**config.mk**
```make
export PLATFORM = sky130hd
export DESIGN_NAME = uart_rx_fifo_flat
export DESIGN_NICKNAME = d
export VERILOG_FILES = /design/src/rtl/uart_rx_fifo_if.sv /design/src/rtl/uart_rx_fifo.sv /design/src/flat_wrapper.sv
export SDC_FILE = /design/constraint.sdc
export NUM_CORES = 1
export LEC_CHECK = 0
export BUFFER_PORTS_ARGS = -buffer_cell sky130_fd_sc_hd__buf_2
export CORE_ASPECT_RATIO = 1.25
export CORE_MARGIN = 4
export CORE_UTILIZATION = 50
export DETAILED_ROUTE_END_ITERATION = 6
export PLACE_DENSITY = 0.72
export RECOVER_POWER = 50
export SLEW_MARGIN = 20
export SYNTH_ARGS = -nofsm -noshare
export SYNTH_HDL_FRONTEND = slang
export SYNTH_SLANG_ARGS = --single-unit
```
**constraint.sdc**
```tcl
create_clock -name clk -period 2.35 [get_ports clk]
set_input_delay 0.3525 -clock clk [delete_from_list [all_inputs] [get_ports clk]]
set_output_delay 0.3525 -clock clk [all_outputs]
set_load 0.01 [all_outputs]
```
**src/rtl/uart_rx_fifo_if.sv**
```systemverilog
`default_nettype none
// ============================================================================
// Module   : uart_rx_fifo_if
// Brief    : Frame-capture, status and read-handshake bundle for uart_rx_fifo.
//            Build macro UART_RX_FIFO_ERR_TAG_EN adds read_error_tag.
// Revision : 1.0  initial release
// ============================================================================
interface uart_rx_fifo_if #(
    parameter int DATA_WIDTH      = 8,
    parameter int FIFO_DEPTH      = 8,
    parameter int ERR_COUNT_WIDTH = 8
);
    localparam int c_FILL_W = $clog2(FIFO_DEPTH) + 1;

    logic                       data_valid;
    logic [DATA_WIDTH-1:0]      parallel_data;
    logic                       parity_error;
    logic                       frame_error;
    logic                       read_enable;
    logic                       clear_errors;
    logic [DATA_WIDTH-1:0]      read_data;
    logic                       read_data_valid;
    logic                       fifo_empty;
    logic                       fifo_full;
    logic [c_FILL_W-1:0]        fill_level;
    logic                       overflow;
    logic [1:0]                 error_sticky;
    logic [ERR_COUNT_WIDTH-1:0] error_count;
`ifdef UART_RX_FIFO_ERR_TAG_EN
    logic [1:0]                 read_error_tag;
`endif

    modport master (
`ifdef UART_RX_FIFO_ERR_TAG_EN
        input  read_error_tag,
`endif
        output data_valid, parallel_data, parity_error, frame_error,
        output read_enable, clear_errors,
        input  read_data, read_data_valid, fifo_empty, fifo_full, fill_level,
        input  overflow, error_sticky, error_count
    );

    modport slave (
`ifdef UART_RX_FIFO_ERR_TAG_EN
        output read_error_tag,
`endif
        input  data_valid, parallel_data, parity_error, frame_error,
        input  read_enable, clear_errors,
        output read_data, read_data_valid, fifo_empty, fifo_full, fill_level,
        output overflow, error_sticky, error_count
    );
endinterface
`default_nettype wire

```
**src/rtl/uart_rx_fifo.sv**
```systemverilog
`default_nettype none
// ============================================================================
// Module   : uart_rx_fifo
// Brief    : UART receive FIFO with sticky error flags and a saturating
//            error-event counter. Build macro UART_RX_FIFO_ERR_TAG_EN also
//            stores errored frames with a {frame, parity} tag.
// Revision : 1.0  initial release
// ============================================================================
module uart_rx_fifo #(
    parameter int DATA_WIDTH      = 8,
    parameter int FIFO_DEPTH      = 8,
    parameter int ERR_COUNT_WIDTH = 8
) (
    input  logic          clk,
    input  logic          reset,
    uart_rx_fifo_if.slave bus
);
    localparam int                         c_ADDR_W  = $clog2(FIFO_DEPTH);
    localparam int                         c_FILL_W  = c_ADDR_W + 1;
    localparam logic [c_FILL_W-1:0]        c_DEPTH   = c_FILL_W'(FIFO_DEPTH);
    localparam logic [ERR_COUNT_WIDTH-1:0] c_CNT_MAX = '1;

    logic [DATA_WIDTH-1:0]      r_mem [FIFO_DEPTH];
    logic [c_ADDR_W-1:0]        r_wr_ptr;
    logic [c_ADDR_W-1:0]        r_rd_ptr;
    logic [c_FILL_W-1:0]        r_fill;
    logic [c_FILL_W-1:0]        w_fill_next;
    logic                       r_empty;
    logic                       r_full;
    logic [DATA_WIDTH-1:0]      r_read_data;
    logic                       r_read_data_valid;
    logic                       r_overflow;
    logic [1:0]                 r_err_sticky;
    logic [ERR_COUNT_WIDTH-1:0] r_err_count;
    logic                       r_err_prev;

    logic                       w_err_any;
    logic                       w_err_event;
    logic [1:0]                 w_err_bits;
    logic                       w_wr_req;
    logic                       w_rd_accept;
    logic                       w_wr_accept;
    logic                       w_drop;

    assign w_err_any   = bus.parity_error | bus.frame_error;
    assign w_err_event = w_err_any & ~r_err_prev;
    assign w_err_bits  = {bus.frame_error, bus.parity_error};

`ifdef UART_RX_FIFO_ERR_TAG_EN
    logic [1:0] r_tag_mem [FIFO_DEPTH];
    logic [1:0] r_read_error_tag;
    logic [1:0] w_wr_tag;

    assign w_wr_req = bus.data_valid | w_err_event;
    assign w_wr_tag = w_err_event ? w_err_bits : 2'b00;
`else
    assign w_wr_req = bus.data_valid;
`endif

    // A pop frees a slot on the same edge, so a full FIFO still accepts a write.
    assign w_rd_accept = bus.read_enable & ~r_empty;
    assign w_wr_accept = w_wr_req & (~r_full | w_rd_accept);
    assign w_drop      = w_wr_req & r_full & ~w_rd_accept;

    always_comb begin
        w_fill_next = r_fill;
        case ({w_wr_accept, w_rd_accept})
            2'b10:   w_fill_next = r_fill + c_FILL_W'(1);
            2'b01:   w_fill_next = r_fill - c_FILL_W'(1);
            default: w_fill_next = r_fill;
        endcase
    end

    always_ff @(posedge clk) begin
        if (w_wr_accept) begin
            r_mem[r_wr_ptr] <= bus.parallel_data;
        end
    end

    always_ff @(posedge clk) begin
        if (!reset) begin
            r_wr_ptr          <= '0;
            r_rd_ptr          <= '0;
            r_fill            <= '0;
            r_empty           <= 1'b1;
            r_full            <= 1'b0;
            r_read_data       <= '0;
            r_read_data_valid <= 1'b0;
        end else begin
            if (w_wr_accept) begin
                r_wr_ptr <= r_wr_ptr + c_ADDR_W'(1);
            end
            if (w_rd_accept) begin
                r_rd_ptr    <= r_rd_ptr + c_ADDR_W'(1);
                r_read_data <= r_mem[r_rd_ptr];
            end
            r_read_data_valid <= w_rd_accept;
            r_fill            <= w_fill_next;
            r_empty           <= (w_fill_next == '0);
            r_full            <= (w_fill_next == c_DEPTH);
        end
    end

`ifdef UART_RX_FIFO_ERR_TAG_EN
    always_ff @(posedge clk) begin
        if (w_wr_accept) begin
            r_tag_mem[r_wr_ptr] <= w_wr_tag;
        end
    end

    always_ff @(posedge clk) begin
        if (!reset) begin
            r_read_error_tag <= 2'b00;
        end else if (w_rd_accept) begin
            r_read_error_tag <= r_tag_mem[r_rd_ptr];
        end
    end

    assign bus.read_error_tag = r_read_error_tag;
`endif

    // A new event or drop on the clearing edge survives the clear.
    always_ff @(posedge clk) begin
        if (!reset) begin
            r_err_prev   <= 1'b0;
            r_overflow   <= 1'b0;
            r_err_sticky <= 2'b00;
            r_err_count  <= '0;
        end else begin
            r_err_prev <= w_err_any;
            if (bus.clear_errors) begin
                r_overflow   <= w_drop;
                r_err_sticky <= w_err_event ? w_err_bits : 2'b00;
                r_err_count  <= w_err_event ? ERR_COUNT_WIDTH'(1) : '0;
            end else begin
                r_overflow <= r_overflow | w_drop;
                if (w_err_event) begin
                    r_err_sticky <= r_err_sticky | w_err_bits;
                    if (r_err_count != c_CNT_MAX) begin
                        r_err_count <= r_err_count + ERR_COUNT_WIDTH'(1);
                    end
                end
            end
        end
    end

    assign bus.read_data       = r_read_data;
    assign bus.read_data_valid = r_read_data_valid;
    assign bus.fifo_empty      = r_empty;
    assign bus.fifo_full       = r_full;
    assign bus.fill_level      = r_fill;
    assign bus.overflow        = r_overflow;
    assign bus.error_sticky    = r_err_sticky;
    assign bus.error_count     = r_err_count;
endmodule
`default_nettype wire
```
**src/flat_wrapper.sv**
```systemverilog
// flat-port wrapper written by rule: the top's interface ports become plain ports
module uart_rx_fifo_flat 
#(
    parameter int DATA_WIDTH      = 8,
    parameter int FIFO_DEPTH      = 8,
    parameter int ERR_COUNT_WIDTH = 8
)
  (clk, reset, bus_data_valid, bus_parallel_data, bus_parity_error, bus_frame_error, bus_read_enable, bus_clear_errors, bus_read_data, bus_read_data_valid, bus_fifo_empty, bus_fifo_full, bus_fill_level, bus_overflow, bus_error_sticky, bus_error_count);
  uart_rx_fifo_if #(.DATA_WIDTH(DATA_WIDTH), .FIFO_DEPTH(FIFO_DEPTH), .ERR_COUNT_WIDTH(ERR_COUNT_WIDTH)) bus_i ();
  input  logic clk;
  input  logic reset;
  input wire logic [$bits(bus_i.data_valid)-1:0] bus_data_valid;
  input wire logic [$bits(bus_i.parallel_data)-1:0] bus_parallel_data;
  input wire logic [$bits(bus_i.parity_error)-1:0] bus_parity_error;
  input wire logic [$bits(bus_i.frame_error)-1:0] bus_frame_error;
  input wire logic [$bits(bus_i.read_enable)-1:0] bus_read_enable;
  input wire logic [$bits(bus_i.clear_errors)-1:0] bus_clear_errors;
  output wire logic [$bits(bus_i.read_data)-1:0] bus_read_data;
  output wire logic [$bits(bus_i.read_data_valid)-1:0] bus_read_data_valid;
  output wire logic [$bits(bus_i.fifo_empty)-1:0] bus_fifo_empty;
  output wire logic [$bits(bus_i.fifo_full)-1:0] bus_fifo_full;
  output wire logic [$bits(bus_i.fill_level)-1:0] bus_fill_level;
  output wire logic [$bits(bus_i.overflow)-1:0] bus_overflow;
  output wire logic [$bits(bus_i.error_sticky)-1:0] bus_error_sticky;
  output wire logic [$bits(bus_i.error_count)-1:0] bus_error_count;
  assign bus_i.data_valid = bus_data_valid;
  assign bus_i.parallel_data = bus_parallel_data;
  assign bus_i.parity_error = bus_parity_error;
  assign bus_i.frame_error = bus_frame_error;
  assign bus_i.read_enable = bus_read_enable;
  assign bus_i.clear_errors = bus_clear_errors;
  assign bus_read_data = bus_i.read_data;
  assign bus_read_data_valid = bus_i.read_data_valid;
  assign bus_fifo_empty = bus_i.fifo_empty;
  assign bus_fifo_full = bus_i.fifo_full;
  assign bus_fill_level = bus_i.fill_level;
  assign bus_overflow = bus_i.overflow;
  assign bus_error_sticky = bus_i.error_sticky;
  assign bus_error_count = bus_i.error_count;
  uart_rx_fifo #(.DATA_WIDTH(DATA_WIDTH), .FIFO_DEPTH(FIFO_DEPTH), .ERR_COUNT_WIDTH(ERR_COUNT_WIDTH)) u_core (.clk(clk), .reset(reset), .bus(bus_i));
endmodule
```
==> impl_metrics.py <==
metrics = {
    "clock_tree": {
        "cts_buffer_depth": 2,
        "htree_levels": 3,
        "cts_buffers": 9,
        "cts_tree": "done",
        "path_clk_slew_ns": 0.10,
        "clk-insertion-delay-late_ns": 0.36,
        "numClockSinks": 97,
        "root_buffer": "clkbuf_8",
    },
    "route": {
        "antenna_left": 0,
        "drc_errors": 0,
        "dr.pass1.iters": 4,
        "postRouteWirelength_microns": 7440,
        "post_drt_via_cell_ratio": 5.630,
        "wl_per_cell_microns": 17.30,
        "vias": 2421,
        "drt-initial-drc-count": 99,
    },
    "synth": {
        "ys_seq_elements": 97,
        "synth_top_flop_cell": "edfxtp_1",
        "netlist_area_sq_mm": 0.004034,
        "async_flop_share_pct": 0,
        "syn_nets": 289,
        "synth-warning-count": 0,
        "synth_cell_types": 50,
        "synth_top_area_share_pct": 47.64,
        "avgSynthCellArea_sq_um": 15.05,
        "synth_top_area_cell": "edfxtp_1",
        "ys_seq_area_share_pct": 64.02,
        "synth_edf_count": 64,
        "syn_inst": 268,
        "synthTopCellsByArea": "edfxtp_1, dfxtp_1, mux4_2",
    },
    "worst_setup_path": {
        "crit_cells": 9,
        "timing_worst_setup_path_type": "flop to flop",
        "rrSetupSlack_ns": 0.12,
        "startpoint_type": "flop",
        "path_cells": "nand2b_4 > inv_4 > o21ai_2 > buf_4 > ha_1 > and2b_1 > mux2i_2 > mux2_4 > a221oi_2",
        "worstPathRequired_ns": 2.63,
        "worstPathArrival_ns": 2.51,
        "r2r_end": "u_core.bus.fifo_empty",
        "endpoint": "u_core.bus.fifo_empty",
        "crit_family": "multiplexers",
        "cp-startpoint": "u_core.bus.fifo_empty",
        "crit_path_end_kind": "flop",
        "slowest_delay_ns": 0.43,
        "ff2ff_path_depth": 9,
        "path_max_fanout": 6,
        "reg2reg_from": "u_core.bus.fifo_empty",
        "slowest_stage": "ha_1",
        "cp.buffers_inverters": 2,
    },
    "sta": {
        "tightestPinTransition_ns": 0.6167,
        "fmax_mhz": 447.5,
        "setup_ws_ns": 0.1155,
        "finalHoldViolCount": 0,
        "relSlewSlack_pct": 58.83,
        "finalSetupViolCount": 0,
        "drv_slew": 0,
        "period_minus_slack_ns": 2.234,
        "timing.final.crit_share_pct": 95.08,
        "skew_ns": 0.008109,
    },
    "floorplan": {
        "ioPinCount": 41,
        "start_util_pct": 51.47,
        "dieArea_sq_mm": 0.009577,
        "die_w_microns": 88.34,
        "core_area_sq_mm": 0.007838,
        "core.rowCount": 36,
        "die_h_microns": 108.4,
    },
    "placed_design": {
        "dp_hpwl_microns": 5017,
        "port_buffers": 40,
        "placed_cell_area_sq_mm": 0.004446,
        "place.gp.congestion": 0.8176,
        "post-place-ws_ns": -0.02171,
    },
    "global_routing": {
        "grt_antenna_before_repair": 0,
        "grt_pass1_vias": 2433,
        "grt_use_met2_pct": 27.59,
        "overflow": 0,
        "use_met1_pct": 21.60,
        "grt_pass1_wl_microns": 12030,
        "grt_start_max_net_pins": 29,
        "busiest_layer": "met2",
        "grt.total_usage_pct": 16.92,
        "use_met3_pct": 3.811,
    },
    "pwr": {
        "p_per_area_mw_per_mm2": 850.5,
        "switching_share_pct": 27.65,
        "power_mw": 3.930,
        "vdd_drop_max_uv": 544.9,
        "combPwrFrac_pct": 20.4,
        "power.switching_mw": 1.087,
        "pwr-share-clk_pct": 27.8,
        "pwr-share-seq_pct": 51.9,
        "p_leak_nw": 1.581,
        "power.internal_mw": 2.843,
    },
    "layout": {
        "diodes": 0,
        "fillers": 646,
        "stdcell_area_sq_mm": 0.004621,
        "final_layout_size_suffix_gt1_share_pct": 22.09,
        "multi_input_area_sq_mm": 0.001356,
        "area_growth_pct": 14.55,
        "regArea_sq_mm": 0.002582,
        "nNetsFinal": 351,
        "utilization_pct": 58.96,
    },
    "hold_path": {
        "hold_path_class": "input pin to flop",
    },
    "status": {
        "status": "finished clean",
    },
    "run": {
        "maxCapViolCount": 0,
    },
}
==> area by class of cell <==
cell class	count	share of cell area (%)
flip-flops and latches	97	55.89
multi-input cells	153	29.35
repair buffers	63	7.203
clock buffers	9	2.681
well taps	95	2.572
clock inverters	7	1.760
inverters	6	0.5416
==> sequential cells by signal, summed over array words and instances (netlist names) <==
| signal | cells |
|---|---|
| u_core.r_mem | 64 |
| u_core.bus.error_count | 8 |
| u_core.bus.read_data | 8 |
| u_core.bus.fill_level | 4 |
| u_core.r_rd_ptr | 3 |
| u_core.r_wr_ptr | 3 |
| u_core.bus.error_sticky | 2 |
| u_core.bus.fifo_empty | 1 |
| u_core.bus.fifo_full | 1 |
| u_core.bus.overflow | 1 |
| u_core.bus.read_data_valid | 1 |
| u_core.r_err_prev | 1 |
==> routing by layer <==
metal | vias up | wire, microns | share of wire (%)
met1 | 1200 | 3261 | 44
li1 | 1147 | - | -
met5 | - | 0 | 0
met3 | 15 | 358 | 4.8
met2 | 59 | 3676 | 49
met4 | 0 | 144 | 1.9
==> how the worst min path moves through the flow <==
stage               slack [ns]  cells past startpoint                  end                 start
floorplan                 0.45                      0   u_core.r_mem[0][0]  bus_parallel_data[0]
global placement          0.49                      2   u_core.r_wr_ptr[0]    u_core.r_wr_ptr[0]
detailed placement        0.51                      2  u_core.bus.overflow   u_core.bus.overflow
CTS                       0.24                      1   u_core.r_mem[5][1]  bus_parallel_data[1]
global route              0.25                      2    u_core.r_err_prev      bus_parity_error
finish                    0.26                      2    u_core.r_err_prev      bus_parity_error
==> synthesized netlist by cell type (3+ instances only) <==
master	count
edfxtp_1	64
dfxtp_1	33
a21oi_1	14
o21ai_0	12
mux2i_1	11
nand2_1	11
nor2_1	10
mux4_2	9
mux4_1	7
and2_1	6
ha_1	6
inv_1	6
nor2b_1	6
a21boi_0	5
clkbuf_1	5
nor3_1	5
xnor2_1	5
or3_1	4
buf_2	3
buf_6	3
nand2b_1	3
nand3_1	3
o21ai_1	3
==> repair_timing <==
action                     CTS  global route
buffers inserted             0             0
setup endpoints to repair    0             2
hold buffers                 0             0
gates resized for setup      0             4
==> per-stage QoR <==
step	hold WS, ns	instances	setup TNS, ns
after detailed placement	0.5083	414	-0.02171
after floorplan	0.4514	268	0
final	0.2606	430	0
after global routing	0.2488	430	-0.001401
after CTS	0.2411	430	0
after global placement	0.4894	414	0
==> cells in the final DEF, fill, tap and decap left out, types with 2 or more instances in the layout <==
cell type  instances
or2_2              2
o21ai_0           12
inv_1              5
nor2_1            10
buf_4             21
nand2b_1           3
mux2i_1           10
buf_2             14
or3_1              4
o211ai_1           2
ha_1               5
edfxtp_1          64
nand3b_1           2
clkbuf_1          28
xnor2_1            5
nor2b_1            6
nand4_1            2
nand2_1           11
clkbuf_8           9
mux4_2             9
dfxtp_1           33
and2_1             6
a22oi_1            2
nand3_1            3
o21ai_1            2
clkinv_2           2
a21boi_0           5
nor3_1             5
nand4b_1           2
a21oi_1           14
mux4_1             7
==> power by group through the flow <==
stage	Clock, mW	Sequential [mW]	Combinational, mW
after floorplan	0	2.09	0.567
after global placement	0	2.07	0.796
after detailed placement	0	2.08	0.814
after CTS	1.13	2.04	0.817
after global routing	1.21	2.06	0.878
final	1.09	2.04	0.800
==> logic make-up (layout without fill, tap and decap cells) <==
group / count (synthesis) / count (layout) / share of synthesized area, %
xor gates and xnor gates: 6 / 6 / 1.303
and+or+nand+nor: 65 / 65 / 9.057
muxes: 28 / 28 / 12.69
AOI/OAI and AO/OA: 48 / 48 / 8.344
DFF: 97 / 97 / 64.02
adders and majority gates: 6 / 6 / 1.861
buffers and inverters: 18 / 85 / 2.729
Note: power is estimated with default switching activity, not from simulation.
